$ cat config.mk
export PLATFORM = sky130hd
export DESIGN_NAME = move_controller
export DESIGN_NICKNAME = d
export VERILOG_FILES = /design/src/rtl/move_controller.sv
export SDC_FILE = /design/constraint.sdc
export NUM_CORES = 1
export LEC_CHECK = 0
export CAP_MARGIN = 20
export CORE_MARGIN = 4
export CORE_UTILIZATION = 30
export DETAILED_ROUTE_END_ITERATION = 10
export HOLD_SLACK_MARGIN = 0.03
export RECOVER_POWER = 25
export SYNTH_ARGS = -nofsm -noshare
export SYNTH_HDL_FRONTEND = slang
export SYNTH_SLANG_ARGS = --single-unit
$ cat constraint.sdc
create_clock -name clk -period 2.3 [get_ports clk]
set_clock_uncertainty 0.1 [all_clocks]
set_input_delay 0.46 -clock clk [delete_from_list [all_inputs] [get_ports clk]]
set_output_delay 0.46 -clock clk [all_outputs]
set_load 0.05 [all_outputs]
$ cat src/rtl/move_controller.sv
// Tic-tac-toe cursor/turn controller: turns cursor and place pulses into single-cycle grid writes.
// Build option MOVE_CONTROLLER_WRAP_EN makes cursor moves wrap at the board edges instead of saturating.
module move_controller #(
  parameter logic FIRST_PLAYER = 1'b0
) (
  input  logic       clk,
  input  logic       resetn,
  input  logic [1:0] dir,
  input  logic       move_valid,
  input  logic       place,
  input  logic       clear,
  output logic [3:0] cursor,
  output logic [3:0] select,
  output logic [1:0] value,
  output logic       load,
  output logic       reject,
  output logic       turn,
  output logic       busy,
  output logic       board_full
);

  // state  | meaning
  // IDLE   | accept cursor moves and place requests
  // CHECK  | test the latched cell against occupancy and the full flag
  // WRITE  | load strobe out; commit occupancy and toggle turn on exit
  // REJECT | reject strobe out; nothing changes
  localparam logic [1:0] S_IDLE   = 2'd0;
  localparam logic [1:0] S_CHECK  = 2'd1;
  localparam logic [1:0] S_WRITE  = 2'd2;
  localparam logic [1:0] S_REJECT = 2'd3;

`ifdef MOVE_CONTROLLER_WRAP_EN
  localparam bit WRAP = 1'b1;
`else
  localparam bit WRAP = 1'b0;
`endif

  logic [1:0] state_q, state_d;
  logic [3:0] cursor_q, cursor_d;
  logic [3:0] select_q, select_d;
  logic [1:0] value_q, value_d;
  logic       load_q, load_d;
  logic       reject_q, reject_d;
  logic       turn_q, turn_d;
  logic       busy_q, busy_d;
  logic       full_q, full_d;
  logic [8:0] occ_q, occ_d;
  logic [3:0] count_q, count_d;

  logic [3:0] rc;
  logic [3:0] cursor_mv;

  always_comb begin
    case (cursor_q)
      4'd0:    rc = 4'b0000;
      4'd1:    rc = 4'b0001;
      4'd2:    rc = 4'b0010;
      4'd3:    rc = 4'b0100;
      4'd4:    rc = 4'b0101;
      4'd5:    rc = 4'b0110;
      4'd6:    rc = 4'b1000;
      4'd7:    rc = 4'b1001;
      4'd8:    rc = 4'b1010;
      default: rc = 4'b0101;
    endcase
  end

  // rc[3:2] is the row, rc[1:0] the column of the current cursor.
  always_comb begin
    cursor_mv = cursor_q;
    case (dir)
      2'b00: if (rc[3:2] != 2'd0) cursor_mv = cursor_q - 4'd3;
             else if (WRAP)       cursor_mv = cursor_q + 4'd6;
      2'b01: if (rc[3:2] != 2'd2) cursor_mv = cursor_q + 4'd3;
             else if (WRAP)       cursor_mv = cursor_q - 4'd6;
      2'b10: if (rc[1:0] != 2'd2) cursor_mv = cursor_q + 4'd1;
             else if (WRAP)       cursor_mv = cursor_q - 4'd2;
      default: if (rc[1:0] != 2'd0) cursor_mv = cursor_q - 4'd1;
               else if (WRAP)       cursor_mv = cursor_q + 4'd2;
    endcase
  end

  always_comb begin
    state_d  = state_q;
    cursor_d = cursor_q;
    select_d = select_q;
    value_d  = value_q;
    load_d   = 1'b0;
    reject_d = 1'b0;
    turn_d   = turn_q;
    occ_d    = occ_q;
    count_d  = count_q;
    if (clear) begin
      state_d  = S_IDLE;
      cursor_d = 4'd4;
      occ_d    = '0;
      count_d  = '0;
      turn_d   = FIRST_PLAYER;
    end else begin
      case (state_q)
        S_IDLE: begin
          if (place) begin
            select_d = cursor_q;
            state_d  = S_CHECK;
          end else if (move_valid) begin
            cursor_d = cursor_mv;
          end
        end
        S_CHECK: begin
          if (occ_q[select_q] || full_q) begin
            state_d  = S_REJECT;
            reject_d = 1'b1;
          end else begin
            state_d = S_WRITE;
            load_d  = 1'b1;
            value_d = turn_q ? 2'b10 : 2'b01;
          end
        end
        S_WRITE: begin
          occ_d[select_q] = 1'b1;
          if (count_q != 4'd9) count_d = count_q + 4'd1;
          turn_d  = ~turn_q;
          state_d = S_IDLE;
        end
        default: state_d = S_IDLE;
      endcase
    end
    busy_d = (state_d != S_IDLE);
    full_d = (count_d == 4'd9);
  end

  always_ff @(posedge clk or negedge resetn) begin
    if (!resetn) begin
      state_q  <= S_IDLE;
      cursor_q <= 4'd4;
      select_q <= 4'd0;
      value_q  <= 2'b00;
      load_q   <= 1'b0;
      reject_q <= 1'b0;
      turn_q   <= FIRST_PLAYER;
      busy_q   <= 1'b0;
      full_q   <= 1'b0;
      occ_q    <= '0;
      count_q  <= '0;
    end else begin
      state_q  <= state_d;
      cursor_q <= cursor_d;
      select_q <= select_d;
      value_q  <= value_d;
      load_q   <= load_d;
      reject_q <= reject_d;
      turn_q   <= turn_d;
      busy_q   <= busy_d;
      full_q   <= full_d;
      occ_q    <= occ_d;
      count_q  <= count_d;
    end
  end

  assign cursor     = cursor_q;
  assign select     = select_q;
  assign value      = value_q;
  assign load       = load_q;
  assign reject     = reject_q;
  assign turn       = turn_q;
  assign busy       = busy_q;
  assign board_full = full_q;

endmodule

==> flow_metrics.py, run 1 <==
metrics = {
    "logic_synthesis": {
        "syn-cell-area_sq_um": 1630,
        "seq_area_frac_synth": 0.462,
        "avgSynthCellArea_sq_um": 10.6,
        "synth_seq_cells": 30,
        "dominantRegCellSynth": "dfrtp_1",
        "synth_cells": 154,
        "synth_top_area_cell": "dfrtp_1",
        "yosysUniqueCellTypes": 40,
        "synth_area_leaders": "dfrtp_1 (45%), ha_1 (10%), a21oi_1 (4.3%)",
        "yosysWarnings": 0,
        "async_flop_share": 1.00,
        "synth.top_cell.area_share": 0.446,
        "synth_edf_count": 0,
        "syn_nets": 175,
    },
    "die": {
        "rows": 26,
        "io_pins": 22,
        "design.die.area_sq_um": 6670,
        "start_util": 0.315,
        "die_w_um": 81.7,
        "core_area_sq_um": 5170,
        "die_h_um": 81.7,
    },
    "hold_path": {
        "worstHoldPathType": "reg2reg",
    },
    "routing": {
        "ant_nets": 0,
        "drc": 0,
        "viasPerCell": 4.64,
        "finalWirelength_um": 3270,
        "wl_per_cell_um": 12.3,
        "firstDrtPassIters": 4,
        "dr_total_vias": 1234,
        "drt_iter0_drc": 38,
    },
    "placed_design": {
        "port-buffer-count": 21,
        "place_ws_ps": -595,
        "placed_area_sq_um": 2030,
        "gp_congestion": 0.703,
        "dp.cells": 258,
        "post-dp-hpwl_um": 2470,
    },
    "job": {
        "drv_cap": 0,
    },
    "grt": {
        "grt_pass1_vias": 1205,
        "grt_pass1_wl_um": 5600,
        "grt_start_max_net_pins": 31,
        "grt_overflow": 0,
        "antenna_found_initial": 0,
        "grtUsageTotal": 0.111,
    },
    "cts": {
        "ctsHoldBuffers": 0,
        "numCtsBuffers": 5,
        "htree_levels": 2,
        "clock_latency_ps": 280,
        "ctsRootBufferMaster": "clkbuf_8",
        "clock_sinks": 30,
        "clock_path_buffers": 2,
        "cts_tree": "done",
        "path_clk_slew_ps": 60,
    },
    "sta": {
        "finalWorstSetupSlack_ps": 92.5,
        "slew_viol_final": 0,
        "max_slew.worst_pin.slew_ps": 727,
        "slew-limit-headroom": 0.515,
        "fin_crit_ps": 2210,
        "setup_violations": 0,
        "period_share": 0.960,
        "fin_setup_tns_ps": 0,
        "whs_ps": 393,
        "rsz0062_at_grt": "false",
        "fmax_mhz": 453,
        "finalHoldViolations": 0,
    },
    "worst_setup_path": {
        "cp_max_fo": 5,
        "startpoint_type": "flop",
        "crit_path_end_kind": "output pin",
        "crit_type": "reg2out",
        "arrival_ps": 1650,
        "crit_required_ps": 1740,
    },
    "cells_and_area": {
        "synthToLayoutAreaGrowth_pct": 34.4,
        "drive_gt1_frac": 0.260,
        "finalNetCount": 216,
        "nFillCells": 494,
        "layoutNonFillerInstCount": 266,
        "fin_util": 0.423,
        "antenna_cells": 0,
        "final_area_sq_um": 2190,
    },
    "outcome": {
        "outcome": "complete, no violations",
    },
    "pwr": {
        "p_leak_nw": 1.02,
        "power_density_nw_per_um2": 746,
        "power_mw": 1.63,
        "worst_ir_drop_vdd_v": 0.000251,
    },
}
## worst max-delay path, cell delays in order (launching register included)
cell	delay (ps)
dfrtp_2	410
buf_4	160
clkdlybuf4s50_1	810
## layout by cell type, fill, tap and decap left out, types with 2 or more instances in the layout
cell,netlist,routed
a31oi_1,2,2
ha_1,13,11
mux4_2,2,2
a21o_1,2,2
dfrtp_1,29,27
nand3b_1,2,2
dfrtp_2,0,2
nor2b_1,4,4
buf_4,0,21
nor2_1,15,15
nand2b_1,3,3
or2_4,1,2
inv_1,11,11
mux2_2,6,6
nand3_1,2,2
xor2_1,2,2
clkdlybuf4s50_1,0,14
a21oi_1,14,13
o21ai_1,2,2
o21ai_0,6,6
nor4b_1,3,3
nand2_1,6,6
or2_2,3,2
clkbuf_2,0,2
clkbuf_8,0,6
xnor2_1,3,3
bufinv_16,0,2
## cell usage after synthesis, drive strengths merged (2+ instances only)
cell and instances:
nor4b 3, nor3 2, o21ai 8, ha 13, dfrtp 29, a31oi 2, inv 11, nand3 2
clkbuf 4, nor2b 4, nand2 6, or2 4, mux4 2, mux2 7, nand3b 2, xnor2 3
a21oi 14, a21o 2, xor2 2, nand2b 3, nor2 15
## kinds of logic after synthesis
kind of cell / count (synthesis) / share of synthesized area
AOI/OAI and AO/OA: 30 / 0.107
xor gates and xnor gates: 5 / 0.0269
adders and majority gates: 14 / 0.112
buffers and inverters: 16 / 0.0415
DFF: 30 / 0.462
muxes: 10 / 0.0845
and+or+nand+nor: 49 / 0.166
## timing repair
item	in CTS	in global routing
pin swaps	1	1
setup buffers	0	0
gates resized for setup	3	4
cloned	0	0
endpoints found under the setup margin	2	1
## metal layers
layer  GRT usage  wire length [um]  vias to the layer above
li1            -                 -                      610
met1       0.144              1600                      595
met2       0.164              1440                       27
met3      0.0493               207                        2
met4      0.0349                15                        0
met5           0                 0                        -
## sequential cells by signal, indices dropped and copies added, names as in the netlist
name and cells:
board_full 1, busy 1, count_q 4, cursor 4, load 1, occ_q 9
reject 1, select 4, state_q 2, turn 1, value 2
## worst paths after layout
| check | slack (ps) | start | endpoint | cells after the start |
|---|---|---|---|---|
| max in group asynchronous | 910 | resetn | cursor[1]$_DFFE_PN0P_ | 2 |
| min in group asynchronous | 670 | resetn | cursor[0]$_DFFE_PN0P_ | 2 |
| worst min-delay path | 390 | occ_q[2]$_DFFE_PN0P_ | occ_q[2]$_DFFE_PN0P_ | 2 |
| worst max register to register | 180 | cursor[1]$_DFFE_PN0P_ | cursor[3]$_DFFE_PN0P_ | 8 |
| worst max-delay path | 90 | cursor[1]$_DFFE_PN0P_ | cursor[1] | 2 |
| worst min register to register | 390 | occ_q[2]$_DFFE_PN0P_ | occ_q[2]$_DFFE_PN0P_ | 2 |
## power breakdown
part,switching (mW),internal [mW]
Clock,0.189,0.462
Combinational,0.217,0.161
Sequential,0.0414,0.562
Total,0.447,1.18
## layout make-up
cell class / count / area, sq um / share of cell area
timing repair buffer: 39 / 327 / 0.149
inverter: 11 / 41.3 / 0.0189
multi-input combinational: 108 / 835 / 0.382
tap: 70 / 87.6 / 0.0400
sequential: 30 / 754 / 0.345
clock buffer: 6 / 82.6 / 0.0378
clock inverter: 2 / 60.1 / 0.0275
(Power assumes the default switching activity.)
==> run 2, diff against run 1 <==
--- a/config.mk
+++ b/config.mk
@@ -5,10 +5,13 @@
 export SDC_FILE = /design/constraint.sdc
 export NUM_CORES = 1
 export LEC_CHECK = 0
+export ABC_AREA = 1
 export CAP_MARGIN = 20
+export CORE_ASPECT_RATIO = 0.6
 export CORE_MARGIN = 4
 export CORE_UTILIZATION = 30
 export DETAILED_ROUTE_END_ITERATION = 10
+export DONT_BUFFER_PORTS = 1
 export HOLD_SLACK_MARGIN = 0.03
 export RECOVER_POWER = 25
 export SYNTH_ARGS = -nofsm -noshare
==> run 2 against run 1 <==
Net effect: setup slack improved by 500 ps; utilization decreased by 5.9 points; maximum frequency increased by 29%; clock-buffer cell count increased by 2; sequential cell count unchanged; combinational power decreased by 11%; worst hold slack got worse by 250 ps; routed wire length increased by 14%; critical endpoint is now cursor[3]$_DFFE_PN0P_; largest cell class unchanged; largest power group is now registers.
==> flow_metrics.py, run 2 <==
metrics = {
    "outcome": {
        "outcome": "complete, no violations",
    },
    "logic_synthesis": {
        "dominantRegCellSynth": "dfrtp_1",
        "synth_edf_count": 0,
        "synth_top_area_cell": "dfrtp_1",
        "syn_nets": 230,
        "yosysUniqueCellTypes": 29,
        "avgSynthCellArea_sq_um": 8.32,
        "yosysMostFrequentCell": "nand2_1",
        "syn-cell-area_sq_um": 1740,
        "synth_common_cells": "nand2_1 (46), inv_1 (36), dfrtp_1 (29)",
        "synth_cells": 209,
        "seq_area_frac_synth": 0.432,
        "async_flop_share": 1.00,
        "synth_seq_cells": 30,
        "synth_area_leaders": "dfrtp_1 (42%), nand2_1 (9.9%), ha_1 (9.4%)",
        "synth.top_cell.area_share": 0.417,
        "yosysWarnings": 0,
    },
    "worst_setup_path": {
        "arrival_ps": 1780,
        "rr_startpoint": "cursor[1]$_DFFE_PN0P_",
        "crit_path_end_kind": "flop",
        "cp_max_fo": 5,
        "crit_type": "reg2reg",
        "crit_required_ps": 2370,
        "startpoint_type": "flop",
        "crit_start": "cursor[1]$_DFFE_PN0P_",
    },
    "cells_and_area": {
        "top_register": "occ_q",
        "antenna_cells": 0,
        "nFillCells": 576,
        "largest_reg_flops": 9,
        "drive_gt1_frac": 0.168,
        "finalNetCount": 246,
        "layout_commonest_cell": "nand2_1",
        "layout_common_cells": "nand2_1 (46), inv_1 (36), dfrtp_1 (29)",
        "synthToLayoutAreaGrowth_pct": 17.0,
    },
    "pwr": {
        "worst_ir_drop_vdd_v": 0.000422,
        "p_leak_nw": 1.01,
        "p_int_uw": 973,
        "p_sw_frac": 0.341,
        "clkPwrFrac": 0.339,
        "power.switching_uw": 503,
        "power_mw": 1.48,
        "p_comb_frac": 0.227,
        "power_density_nw_per_um2": 726,
        "power_frac_seq": 0.435,
    },
    "sta": {
        "finalHoldViolations": 0,
        "setup_violations": 0,
        "fin_crit_ps": 1710,
        "slew-limit-headroom": 0.668,
        "fin_setup_tns_ps": 0,
        "slew_viol_final": 0,
        "max_slew.worst_pin.slew_ps": 499,
        "period_share": 0.744,
        "fmax_mhz": 585,
        "rsz0062_at_grt": "false",
    },
    "routing": {
        "drc": 0,
        "viasPerCell": 4.41,
        "finalWirelength_um": 3730,
        "ant_nets": 0,
        "wl_per_cell_um": 12.2,
        "dr_total_vias": 1348,
        "drt_iter0_drc": 93,
        "firstDrtPassIters": 4,
    },
    "hold_path": {
        "worstHoldPathType": "in2reg",
        "worstHoldStart": "clear",
    },
    "cts": {
        "clock_path_buffers": 2,
        "cts_tree": "done",
        "ctsRootBufferMaster": "clkbuf_8",
        "clock_sinks": 30,
        "numCtsBuffers": 5,
        "path_clk_slew_ps": 60,
        "htree_levels": 2,
        "clock_latency_ps": 280,
    },
    "die": {
        "die_h_um": 67.0,
        "io_pins": 22,
        "die_w_um": 106,
        "core_area_sq_um": 5600,
        "start_util": 0.311,
        "design.die.area_sq_um": 7120,
        "rows": 21,
    },
    "job": {
        "drv_cap": 0,
    },
    "placed_design": {
        "port-buffer-count": 0,
        "post-dp-hpwl_um": 2850,
        "gp_congestion": 0.801,
    },
    "grt": {
        "grt_pass1_wl_um": 6250,
        "antenna_found_initial": 0,
        "grt_start_max_net_pins": 31,
        "grtUsageTotal": 0.114,
        "grt_pass1_vias": 1250,
        "grt_overflow": 0,
    },
}
[run 2: cell type report]
cell class | instances | area, sq um | share of cell area
clock buffer | 8 | 110 | 0.0541
timing repair buffer | 11 | 97.6 | 0.0480
tap | 80 | 100 | 0.0492
inverter | 39 | 150 | 0.0738
sequential | 30 | 752 | 0.370
multi-input combinational | 138 | 825 | 0.405
[run 2: kinds of logic (layout without fill, tap and decap cells)]
logic type	Yosys count	count (layout)	share of synthesized area
and+or+nand+nor	94	94	0.271
buffers and inverters	41	58	0.0935
DFF	30	30	0.432
AOI/OAI and AO/OA	26	26	0.0784
adders and majority gates	14	14	0.105
xor gates and xnor gates	4	4	0.0201
[run 2: worst paths after layout]
check,end,slack (ps),depth (start not counted)
setup / recovery,cursor[3]$_DFFE_PN0P_,590,10
hold / removal,occ_q[5]$_DFFE_PN0P_,140,1
setup reg to reg,cursor[3]$_DFFE_PN0P_,590,10
hold reg to reg,occ_q[7]$_DFFE_PN0P_,410,2
max in group asynchronous,cursor[2]$_DFFE_PN1P_,1340,2
min in group asynchronous,count_q[1]$_DFF_PN0_,510,2
[run 2: critical path, cell delays in order, from the launching register on]
cell	delay, ps
dfrtp_1	380
inv_1	170
ha_1	270
o21ai_1	140
nand2_1	70
nand3_1	90
nand2_1	60
nand2_2	110
nand2_2	90
nand3_1	80
nand2_1	50
[run 2: timing repair]
action / 4_1_cts / 5_1_grt
hold buffers: 2 / 0
resized for setup: 0 / 0
setup buffers: 0 / 0
hold endpoints to repair: 30 / 0
[run 2: per-layer routing]
layer,share of wire,global-route usage,vias to the layer above
li1,-,-,699
met2,0.38,0.148,38
met5,0,0,-
met4,0.0038,0.0307,0
met3,0.064,0.0416,2
met1,0.55,0.172,609
[run 2: metrics by stage]
stage / instance area [sq um] / hold slack [ps] / setup slack [ps] / instances / util
floorplan: 1740 / 64.4 / 273 / 209 / -
finish: 2030 / 141 / 590 / 306 / 0.364
global route: 2030 / 125 / 448 / 306 / 0.364
detailed placement: 1890 / 65.5 / 365 / 296 / 0.338
global placement: 1890 / 65.4 / 420 / 296 / 0.338
CTS: 2030 / 136 / 592 / 306 / 0.364
[run 2: power by group through the flow]
stage	logic [mW]	registers, mW	clock network (mW)
2_1_floorplan	0.173	0.709	0
3_3_place_gp	0.316	0.653	0
3_5_place_dp	0.319	0.652	0
4_1_cts	0.337	0.642	0.507
5_1_grt	0.374	0.648	0.540
6_report	0.335	0.641	0.500
